File: src/rtl/stall_fifo.sv
// Circular-buffer FIFO with registered status, optional full-passthrough
// (enq accepted alongside deq when full) and sticky overflow/underflow flags.
module stall_fifo #(
    parameter int WIDTH     = 32,
    parameter int DEPTH     = 4,
    parameter int AFULL_LVL = DEPTH - 1,
    parameter int PASSTHRU  = 1
) (
    input  logic                       clk,
    input  logic                       reset,
    input  logic                       flush,
    input  logic [WIDTH-1:0]           inputs,
    input  logic                       enq,
    input  logic                       deq,
    output logic [WIDTH-1:0]           outputs,
    output logic                       enq_ready,
    output logic                       buffer_empty,
    output logic                       buffer_full,
    output logic                       almost_full,
    output logic [$clog2(DEPTH+1)-1:0] count,
    output logic                       overflow,
    output logic                       underflow
);

    localparam int PTR_W = $clog2(DEPTH);
    localparam int CNT_W = $clog2(DEPTH + 1);

    logic [WIDTH-1:0] mem [DEPTH];
    logic [PTR_W-1:0] rd_ptr;
    logic [PTR_W-1:0] wr_ptr;
    logic             deq_acc;
    logic             enq_acc;

    // Pointers wrap at DEPTH-1, so DEPTH need not be a power of two.
    function automatic logic [PTR_W-1:0] ptr_inc(input logic [PTR_W-1:0] p);
        return (p == PTR_W'(DEPTH - 1)) ? '0 : p + PTR_W'(1);
    endfunction

    assign buffer_empty = (count == '0);
    assign buffer_full  = (count == CNT_W'(DEPTH));
    assign almost_full  = (count >= CNT_W'(AFULL_LVL));

    assign deq_acc   = deq && !buffer_empty;
    assign enq_ready = !buffer_full || ((PASSTHRU != 0) && deq_acc);
    assign enq_acc   = enq && enq_ready;

    // Stale storage behind an empty FIFO is masked so it can never leak out.
    assign outputs = buffer_empty ? '0 : mem[rd_ptr];

    always_ff @(posedge clk) begin
        if (!reset) begin
            rd_ptr    <= '0;
            wr_ptr    <= '0;
            count     <= '0;
            overflow  <= 1'b0;
            underflow <= 1'b0;
        end else if (flush) begin
            rd_ptr    <= '0;
            wr_ptr    <= '0;
            count     <= '0;
            overflow  <= 1'b0;
            underflow <= 1'b0;
        end else begin
            if (enq_acc) wr_ptr <= ptr_inc(wr_ptr);
            if (deq_acc) rd_ptr <= ptr_inc(rd_ptr);
            case ({enq_acc, deq_acc})
                2'b10:   count <= count + CNT_W'(1);
                2'b01:   count <= count - CNT_W'(1);
                default: count <= count;
            endcase
            if (enq && !enq_ready) overflow  <= 1'b1;
            if (deq && buffer_empty) underflow <= 1'b1;
        end
    end

    // Storage is data-only: no reset, written only on a real accepted enq.
    always_ff @(posedge clk) begin
        if (enq_acc && reset && !flush) mem[wr_ptr] <= inputs;
    end

endmodule

File: config.mk
export PLATFORM = sky130hd
export DESIGN_NAME = stall_fifo
export DESIGN_NICKNAME = d
export VERILOG_FILES = /design/src/rtl/stall_fifo.sv
export SDC_FILE = /design/constraint.sdc
export NUM_CORES = 1
export LEC_CHECK = 0
export CAP_MARGIN = 20
export CORE_ASPECT_RATIO = 1.2
export CORE_MARGIN = 1.5
export CORE_UTILIZATION = 25
export CTS_CLUSTER_SIZE = 8
export DETAILED_ROUTE_END_ITERATION = 12
export REMOVE_ABC_BUFFERS = 1
export SKIP_LAST_GASP = 1
export SLEW_MARGIN = 20
export SYNTH_ARGS = -nofsm -noshare
export SYNTH_HDL_FRONTEND = slang
export SYNTH_SLANG_ARGS = --single-unit
export TNS_END_PERCENT = 1
File: constraint.sdc
create_clock -name clk -period 2.1 [get_ports clk]
set_input_delay 0.315 -clock clk [delete_from_list [all_inputs] [get_ports clk]]
set_output_delay 0.315 -clock clk [all_outputs]
set_load 0.01 [all_outputs]
==> qor.tcl <==
set qor(max_slew_margin_pct) 65.02
set qor(placementRows) 59
set qor(cts.clk_slew.worst_paths_ns) 0.06
set qor(layout_worst_path_cycle_share_pct) 102.1
set qor(pwr_density_cell_mw_per_mm2) 862.0
set qor(post_route_setup_tns_ns) -0.2306
set qor(worstPathBufferInverterCount) 3
set qor(clock-sinks) 139
set qor(ys_warn_count) 0
set qor(violated_checks) {negative setup slack}
set qor(antenna_left) 0
set qor(global_route_wire_length_before_repair_um) 17860
set qor(fin_cells) 682
set qor(boundaryPins) 78
set qor(clock_path_buffers) 2
set qor(grt.total_usage_pct) 10.67
set qor(vias) 2852
set qor(cts_htree_levels) 4
set qor(die_height_um) 165.0
set qor(synth.largest_area_cell) {edfxtp_1}
set qor(rsz_0062_raised_after_global_routing) {yes}
set qor(antenna_found_initial) 2
set qor(synth-seq-cells) 139
set qor(maxCapViolations) 0
set qor(initial_drt_pass_iterations) 4
set qor(status) {complete, but fails checks}
set qor(finalHoldViolCount) 0
set qor(required_ns) 1.78
set qor(fin_worst_hold_slack_ns) 0.4755
set qor(synth.area.top_cells) {edfxtp_1 (70%), mux4_2 (13%), dfxtp_1 (4.0%)}
set qor(cp_cell_sequence) {buf_6 > buf_12 > mux4_2 > nor2b_1 > buf_2}
set qor(max_freq_mhz) 466.2
set qor(detail_route.drc_violations) 0
set qor(worst_ir_drop_vdd_v) 0.0005061
set qor(synth_top_area_share_pct) 70.30
set qor(seq_area_frac_synth_pct) 74.32
set qor(placedCellCount) 642
set qor(fin_ws_ns) -0.04481
set qor(hold_path_class) {reg2reg}
set qor(maximum_number_of_pins_on_one_net_before_global_route_repair) 25
set qor(critical_path_arrival_ns) 1.83
set qor(critical_path.max_fanout) 5
set qor(aggregate_global_routing_overflow) 0
set qor(stdcell_area_mm2) 0.007461
set qor(kind_of_critical_path) {reg2out}
set qor(end_kind) {output port}
set qor(syn_inst) 275
set qor(area_growth_syn_to_layout_pct) 36.45
set qor(finalWorstPathRequiredPeriod_ns) 2.145
set qor(floorplan.die_area_mm2) 0.02277
set qor(via_per_inst) 4.182
set qor(synth_area_mm2) 0.005468
set qor(buffer_ports.inserted) 77
set qor(wire_per_inst_um) 16.82
set qor(crit_path_start_kind) {flip-flop}
set qor(starting_density_pct) 25.37
set qor(detail_route.wirelength_um) 11470
set qor(cts_tree) {yes}
set qor(final_max_slew_viol_count) 0
set qor(synth_cell_type_count) 34
set qor(worst_clock_skew_ns) 0.007670
set qor(critical_path_slowest_stage_cell) {mux4_2}
set qor(cts-root-buf) {clkbuf_16}
set qor(globalplace.congestion) 0.7947
set qor(final_layout_size_suffix_gt1_share_pct) 35.14
set qor(critical_path.max_stage_delay_ns) 0.51
set qor(final_util_pct) 34.61
set qor(detailedPlace.worstSlack_ns) -0.1406
set qor(post-layout-total-power_mw) 6.432
set qor(tritoncts.num_buffers) 17
set qor(detailedPlacementHpwl_um) 7472
set qor(power_leakage_nw) 2.524
set qor(dieWidth_um) 138.0
set qor(layout_net_count) 437
set qor(core_region_area_mm2) 0.02156
set qor(drt-initial-drc-count) 149
set qor(placed_area_mm2) 0.006875
set qor(synth_area_per_cell_um2) 19.88
set qor(critical-path-top-delay-family) {multiplexers}
set qor(worst_pin_slew_ns) 0.5203
set qor(report.final.setup_viol) 11
set qor(grt_pass1_vias) 3170
set qor(worst_skew_pair.late_latency_ns) 0.41
## tightest hold or removal path: stages, from the launching register on
cell and delay, ns:
dfxtp_1 0.32, a21oi_1 0.04, nor2_1 0.08
## repair_timing
item | in CTS | in global routing
gates cloned | 2 | 0
setup endpoints to repair | 35 | 36
hold buffers | 0 | 0
pin swaps | 1 | 1
setup buffers | 7 | 1
resized for setup | 122 | 21
## cell type report
type                            count  area, um2
Antenna cell                        1      2.502
Clock buffer                       17      425.4
Clock inverter                     15      168.9
Fill cell                        2036      14090
Inverter                            6      22.52
Multi-Input combinational cell    115       1344
Sequential cell                   139       4069
Tap cell                          274      342.8
Timing Repair Buffer              115       1086
## path summary, 6_finish.rpt
kind	from	end	slack, ns	cells past startpoint
hold reg to reg	underflow	underflow	0.48	2
setup reg to reg	count[1]	count[2]	0.10	7
hold / removal	underflow	underflow	0.48	2
setup / recovery	flip-flop	outputs[13]	-0.04	5
## registers in the layout, indices dropped and copies added (netlist names), named ones only
signal     flops
rd_ptr         2
underflow      1
count          3
wr_ptr         2
mem          128
overflow       1
## power breakdown
group / total [mW] / leakage, nW / switching [mW] / internal [mW]
Combinational: 0.381 / 0.991 / 0.178 / 0.203
Sequential: 3.06 / 1.25 / 0.0111 / 3.05
Clock: 2.99 / 0.287 / 1.12 / 1.87
## cell usage after synthesis
cell type / instances
edfxtp_1: 128
mux4_2: 32
nor2b_1: 32
dfxtp_1: 11
nor2_1: 10
buf_2: 9
inv_1: 6
a21oi_1: 5
and2_1: 5
ha_1: 5
buf_6: 3
clkbuf_1: 3
mux2_1: 2
nand2b_1: 2
o21ai_0: 2
or3_1: 2
a211o_1: 1
a21o_1: 1
a31oi_1: 1
fa_1: 1
mux2i_1: 1
nand2_1: 1
nand3_1: 1
nand3b_1: 1
nor3_1: 1
nor3_2: 1
nor4b_2: 1
o211a_1: 1
o211ai_1: 1
o21bai_1: 1
o31ai_1: 1
or3b_2: 1
or4_1: 1
xnor2_1: 1
## logic make-up (layout without fill, tap and decap cells)
logic type,count (synthesis),in the layout,synth area share (%)
flip-flops,139,139,74.32
AND/OR/NAND/NOR,59,59,6.522
multiplexers,35,35,13.78
buffers and inverters,21,153,2.059
AO/OA/AOI/OAI,14,14,1.648
adder cells (fa/ha/maj),6,6,1.510
XOR/XNOR,1,1,0.1602
other,0,1,0
## metal layers
metal	global-route usage, %	wire length, um
met5	0	17
met4	3.589	133
met3	4.088	667
met2	18.97	6050
met1	11.75	4604
## placed cells by master, fill, tap and decap left out, types with 2 or more instances in the layout
master           instances
a21oi_1                  5
and2_2                   4
buf_12                  12
buf_2                   20
buf_4                   21
buf_6                    8
bufinv_16                3
clkbuf_16               17
clkbuf_2                 9
clkdlybuf4s50_1         44
clkinv_1                 5
dfxtp_1                  9
edfxtp_1               128
ha_1                     5
inv_1                    6
inv_6                    5
mux2_1                   2
mux4_2                  32
nand2b_1                 2
nor2_1                   9
nor2b_1                 28
nor2b_4                  4
o21ai_0                  2
or3_1                    2
Note: power is estimated with default switching activity, not from simulation.
